## src/rtl/ps2_scan_rx.sv

```systemverilog
// PS/2 keyboard receiver: synchronises and deglitches ps2c/ps2d, deframes 11-bit frames, strips F0/E0 sequences.
// Latency: 1 clk from the stop-bit filtered fall to the outputs. No backpressure; every output is a pulse or a held level.
module ps2_scan_rx #(
  parameter int FILTER_LEN     = 4,
  parameter int TIMEOUT_CYCLES = 50000
) (
  input  logic       clk,
  input  logic       rst_n,
  input  logic       ps2c,
  input  logic       ps2d,
  output logic [7:0] scan_code,
  output logic       code_rdy,
  output logic       key_rel,
  output logic       frame_err
);

  localparam int FW = $clog2(FILTER_LEN + 1);
  localparam int TW = $clog2(TIMEOUT_CYCLES + 1);

  typedef enum logic [1:0] {S_IDLE, S_DATA, S_PAR, S_STOP} state_t;

  logic          r_c_meta, r_c_sync, r_d_meta, r_d_sync;
  logic          r_filt, r_filt_q;
  logic [FW-1:0] r_fcnt;

  state_t        r_state;
  logic [2:0]    r_cnt;
  logic [7:0]    r_shift;
  logic          r_par;
  logic [TW-1:0] r_tcnt;
  logic          r_brk_pend, r_ext_pend;
  logic [7:0]    r_scan_code;
  logic          r_code_rdy, r_key_rel, r_frame_err;

  logic          w_fall;
  logic          w_good;
  logic          w_timeout;

  // Filtered clock only follows the synchronised line after FILTER_LEN consecutive disagreeing samples.
  always_ff @(posedge clk or negedge rst_n) begin
    if (!rst_n) begin
      r_c_meta <= 1'b1;
      r_c_sync <= 1'b1;
      r_d_meta <= 1'b1;
      r_d_sync <= 1'b1;
      r_filt   <= 1'b1;
      r_filt_q <= 1'b1;
      r_fcnt   <= '0;
    end else begin
      r_c_meta <= ps2c;
      r_c_sync <= r_c_meta;
      r_d_meta <= ps2d;
      r_d_sync <= r_d_meta;
      r_filt_q <= r_filt;
      if (r_c_sync == r_filt) begin
        r_fcnt <= '0;
      end else if (r_fcnt == FW'(FILTER_LEN - 1)) begin
        r_filt <= r_c_sync;
        r_fcnt <= '0;
      end else begin
        r_fcnt <= r_fcnt + 1'b1;
      end
    end
  end

  assign w_fall    = r_filt_q & ~r_filt;
  assign w_good    = r_d_sync & (^{r_shift, r_par});
  assign w_timeout = (r_state != S_IDLE) && !w_fall && (r_tcnt == TW'(TIMEOUT_CYCLES - 1));

  always_ff @(posedge clk or negedge rst_n) begin
    if (!rst_n) begin
      r_state     <= S_IDLE;
      r_cnt       <= '0;
      r_shift     <= '0;
      r_par       <= 1'b0;
      r_tcnt      <= '0;
      r_brk_pend  <= 1'b0;
      r_ext_pend  <= 1'b0;
      r_scan_code <= 8'h00;
      r_code_rdy  <= 1'b0;
      r_key_rel   <= 1'b0;
      r_frame_err <= 1'b0;
    end else begin
      r_code_rdy  <= 1'b0;
      r_key_rel   <= 1'b0;
      r_frame_err <= 1'b0;

      if (r_state == S_IDLE || w_fall) begin
        r_tcnt <= '0;
      end else begin
        r_tcnt <= r_tcnt + 1'b1;
      end

      if (w_timeout) begin
        r_state     <= S_IDLE;
        r_frame_err <= 1'b1;
        r_brk_pend  <= 1'b0;
        r_ext_pend  <= 1'b0;
      end else if (w_fall) begin
        unique case (r_state)
          S_IDLE: begin
            if (!r_d_sync) begin
              r_state <= S_DATA;
              r_cnt   <= '0;
            end
          end
          S_DATA: begin
            r_shift <= {r_d_sync, r_shift[7:1]};
            if (r_cnt == 3'd7) begin
              r_state <= S_PAR;
            end else begin
              r_cnt <= r_cnt + 1'b1;
            end
          end
          S_PAR: begin
            r_par   <= r_d_sync;
            r_state <= S_STOP;
          end
          S_STOP: begin
            r_state <= S_IDLE;
            if (!w_good) begin
              r_frame_err <= 1'b1;
              r_brk_pend  <= 1'b0;
              r_ext_pend  <= 1'b0;
            end else if (r_shift == 8'hE0) begin
              r_ext_pend <= 1'b1;
            end else if (r_shift == 8'hF0) begin
              r_brk_pend <= 1'b1;
            end else if (r_ext_pend) begin
              // Extended keys are swallowed whole, make or break.
              r_ext_pend <= 1'b0;
              r_brk_pend <= 1'b0;
            end else if (r_brk_pend) begin
              r_brk_pend <= 1'b0;
              r_key_rel  <= 1'b1;
              if (r_shift == r_scan_code) begin
                r_scan_code <= 8'h00;
              end
            end else begin
              r_scan_code <= r_shift;
              r_code_rdy  <= 1'b1;
            end
          end
          default: r_state <= S_IDLE;
        endcase
      end
    end
  end

  assign scan_code = r_scan_code;
  assign code_rdy  = r_code_rdy;
  assign key_rel   = r_key_rel;
  assign frame_err = r_frame_err;

endmodule

```

## config.mk

```make
export PLATFORM = sky130hd
export DESIGN_NAME = ps2_scan_rx
export DESIGN_NICKNAME = d
export VERILOG_FILES = /design/src/rtl/ps2_scan_rx.sv
export SDC_FILE = /design/constraint.sdc
export NUM_CORES = 1
export LEC_CHECK = 0
export BUFFER_PORTS_ARGS = -buffer_cell sky130_fd_sc_hd__buf_2
export CORE_ASPECT_RATIO = 0.7
export CORE_MARGIN = 10
export CORE_UTILIZATION = 45
export CTS_BUF_LIST = sky130_fd_sc_hd__clkbuf_8
export DETAILED_ROUTE_END_ITERATION = 7
export HOLD_SLACK_MARGIN = 0.05
export PLACE_DENSITY = 0.58
export SYNTH_ARGS = -nofsm -noshare
export SYNTH_HDL_FRONTEND = slang
export SYNTH_SLANG_ARGS = --single-unit
```

## constraint.sdc

```tcl
create_clock -name clk -period 3.5 [get_ports clk]
set_input_delay 0.175 -clock clk [delete_from_list [all_inputs] [get_ports clk]]
set_output_delay 0.175 -clock clk [all_outputs]
set_load 0.005 [all_outputs]
```

==> flow_metrics.tcl <==
set metrics [dict create \
    status "finished clean" \
    synthFlopType "dfrtp_1" \
    instances_no_fill 314 \
    grt_first_pass_wirelength_um 7769 \
    drtAntennaViolNets 0 \
    setup_viol 0 \
    hold_class "flip-flop to flip-flop" \
    busiest_layer "met1" \
    placed_cells 303 \
    drcViolationCount 0 \
    power_density_nw_per_um2 634.2 \
    worst-setup-path-type "flip-flop to flip-flop" \
    hold_viol_final 0 \
    cts.sink_count 52 \
    grt_start_max_net_pins 37 \
    globalplace.congestion 0.7862 \
    post_route_cells_drive_above_1_share_pct 18.18 \
    cap_violations 0 \
    drt_wl_total_um 4522 \
    synth.distinct_cells 44 \
    numPortBuffers 14 \
    cpMaxStageDelayCell "xor3_2" \
    synthCells 224 \
    grt_pass1_vias 1550 \
    synthToLayoutAreaGrowth_pct 9.738 \
    p_leak_nw 1.263 \
    p_total_mw 1.762 \
    synth_area_leaders "dfrtp_1 (45%), dfstp_2 (6.2%), xnor2_1 (5.5%)" \
    dp_hpwl_um 3293 \
    worst_setup_path_end_kind "flip-flop" \
    synth_most_common_cell "dfrtp_1" \
    fin_crit_ns 2.172 \
    use_met1_pct 16.95 \
    use_met2_pct 14.07 \
    rsz0062_at_grt "no" \
    io_pins 15 \
    ys_seq_elements 52 \
    worst_ir_drop_vdd_uv 245.4 \
    drtIter0Drc 124 \
    fin_skew_ns 0.01006 \
    fp.dieW_um 109.6 \
    crit_path_start_kind "flip-flop" \
    htree_levels 2 \
    tightest_slew_ns 0.8124 \
    firstDrtPassIters 4 \
    num_vias 1624 \
    num_rows 22 \
    clk_pin_slew_ns 0.10 \
    relSlewSlack_pct 45.84 \
    met3_usage_pct 3.094 \
    detail_route.wl_per_cell_um 14.40 \
    fill_cells 456 \
    max_freq_ghz 0.4604 \
    viasPerCell 5.172 \
    initial_core_util_pct 47.40 \
    yosysTopAreaCellShare_pct 45.48 \
    postCtsSetupRepairBufs 0 \
    synth_top_area_cell "dfrtp_1" \
    required_ns 3.70 \
    path_cells "xor3_2 > a2111o_1 > mux2_4 > nand3b_4 > a22o_1" \
    avgSynthCellArea_um2 11.30 \
    syn_nets 237 \
    synth_common_cells "dfrtp_1 (46), nand2_1 (18), nor2_1 (18)" \
    root_buffer "clkbuf_8" \
    cp_max_fo 8 \
    cts-buffers-inserted 5 \
    clock_latency_ns 0.30 \
    synth_edf_count 0 \
    antenna_found_initial 0 \
    dieArea_um2 9073 \
    ys_seq_area_share_pct 51.71 \
    final_util_pct 52.02 \
    die_h_um 82.75 \
    asyncSetResetFlopFracSynth_pct 100.0 \
    ctsLongestPathBuffers 2 \
    fin_tns_setup_ns 0 \
    final_net_count 254 \
    ys_warn_count 0 \
    overflow 0 \
    num_antenna_cells 0 \
    cp.arrival_ns 2.37 \
    netlist_area_um2 2531 \
    slowest_delay_ns 0.53 \
    cts_tree "built" \
    maxSlewViolCount 0 \
    core-area_um2 5340 \
    fin_crit_sh_pct 62.06 \
    grtUsageTotal_pct 11.04 \
]
-- kinds of logic (layout without fill, tap and decap cells) --
kind of cell,count (synthesis),in the layout,synth area share (%)
fa+ha+maj,9,9,4.449
simple gates,80,80,17.15
mux,10,10,4.597
flops,52,52,51.71
buf+inv,14,32,2.620
compound gates,32,32,8.947
xor+xnor,27,27,10.53
-- worst paths after layout --
kind | from | endpoint | slack (ns) | cells past startpoint
min in group asynchronous | rst_n | scan_code[1]$_DFFE_PN0P_ | 0.49 | 2
setup / recovery | r_shift[6]$_DFFE_PN0P_ | scan_code[1]$_DFFE_PN0P_ | 1.33 | 5
max in group asynchronous | rst_n | r_filt_q$_DFF_PN1_ | 2.21 | 3
setup reg to reg | r_shift[6]$_DFFE_PN0P_ | scan_code[1]$_DFFE_PN0P_ | 1.33 | 5
hold / removal | r_d_meta$_DFF_PN1_ | r_d_sync$_DFF_PN1_ | 0.36 | 0
hold reg to reg | r_d_meta$_DFF_PN1_ | r_d_sync$_DFF_PN1_ | 0.36 | 0
-- cell type report --
type | count | area [um2] | share of cell area (%)
Clock buffer | 6 | 82.58 | 2.973
Clock inverter | 2 | 10.01 | 0.3604
Inverter | 6 | 22.52 | 0.8108
Multi-Input combinational cell | 158 | 1156 | 41.62
Sequential cell | 52 | 1309 | 47.12
Tap cell | 72 | 90.09 | 3.243
Timing Repair Buffer | 18 | 107.6 | 3.874
-- cell usage in the layout, fill, tap and decap left out, types with 2 or more instances in the layout --
master	synthesis	final
dfrtp_1	46	46
nor2_1	18	18
nand2_1	18	18
xnor2_1	16	16
buf_2	2	14
nand3_1	10	10
a22o_1	10	10
xor2_1	9	9
o21ai_0	9	9
mux2_2	9	9
ha_1	9	9
inv_1	6	6
nor3_1	6	6
clkbuf_8	0	6
dfstp_2	6	6
nand4_1	4	4
nor3b_1	4	4
nor2b_1	3	3
a21oi_1	3	3
dlygate4sd3_1	0	3
or3_1	2	2
and3_1	2	2
and2_1	2	2
nor4_1	2	2
nor4b_1	2	2
a21boi_1	2	2
o21ai_1	2	2
clkinv_2	0	2
-- per-stage QoR --
step / area (um2) / setup slack, ns / hold slack, ns
after CTS: 2778 / 1.319 / 0.3606
after floorplan: 2531 / 1.471 / -0.1206
after detailed placement: 2655 / 1.333 / 0.2819
after global placement: 2655 / 1.372 / 0.2813
after global routing: 2778 / 1.222 / 0.3687
final: 2778 / 1.328 / 0.3596
-- registers in the layout, summed over array words and instances (netlist names), 2 cells and up --
signal     flops
r_state        2
r_shift        8
r_fcnt         3
r_tcnt        16
r_cnt          3
scan_code      8
-- what timing repair did --
item | CTS | global route
hold buffers | 3 | 0
hold endpoints to repair | 35 | 0
gates resized for setup | 0 | 0
-- critical path: cells and delay by family, from the launching register on --
family / cells / cell delay (ns)
muxes: 1 / 0.30
xor gates and xnor gates: 1 / 0.53
DFF: 1 / 0.47
AOI/OAI and AO/OA: 2 / 0.55
and+or+nand+nor: 1 / 0.21
-- power by group --
part	switching, mW	internal (mW)	total (mW)	leakage [nW]
registers	0.108	0.707	0.815	0.691
clock network	0.194	0.158	0.352	0.0510
logic	0.310	0.284	0.594	0.521
total	0.612	1.15	1.76	1.26
-- metal layers --
layer	up-vias	wire, um
li1	817	-
met1	783	2572
met2	19	1703
met3	5	192
met4	0	53
met5	-	0
(Power assumes the default switching activity.)
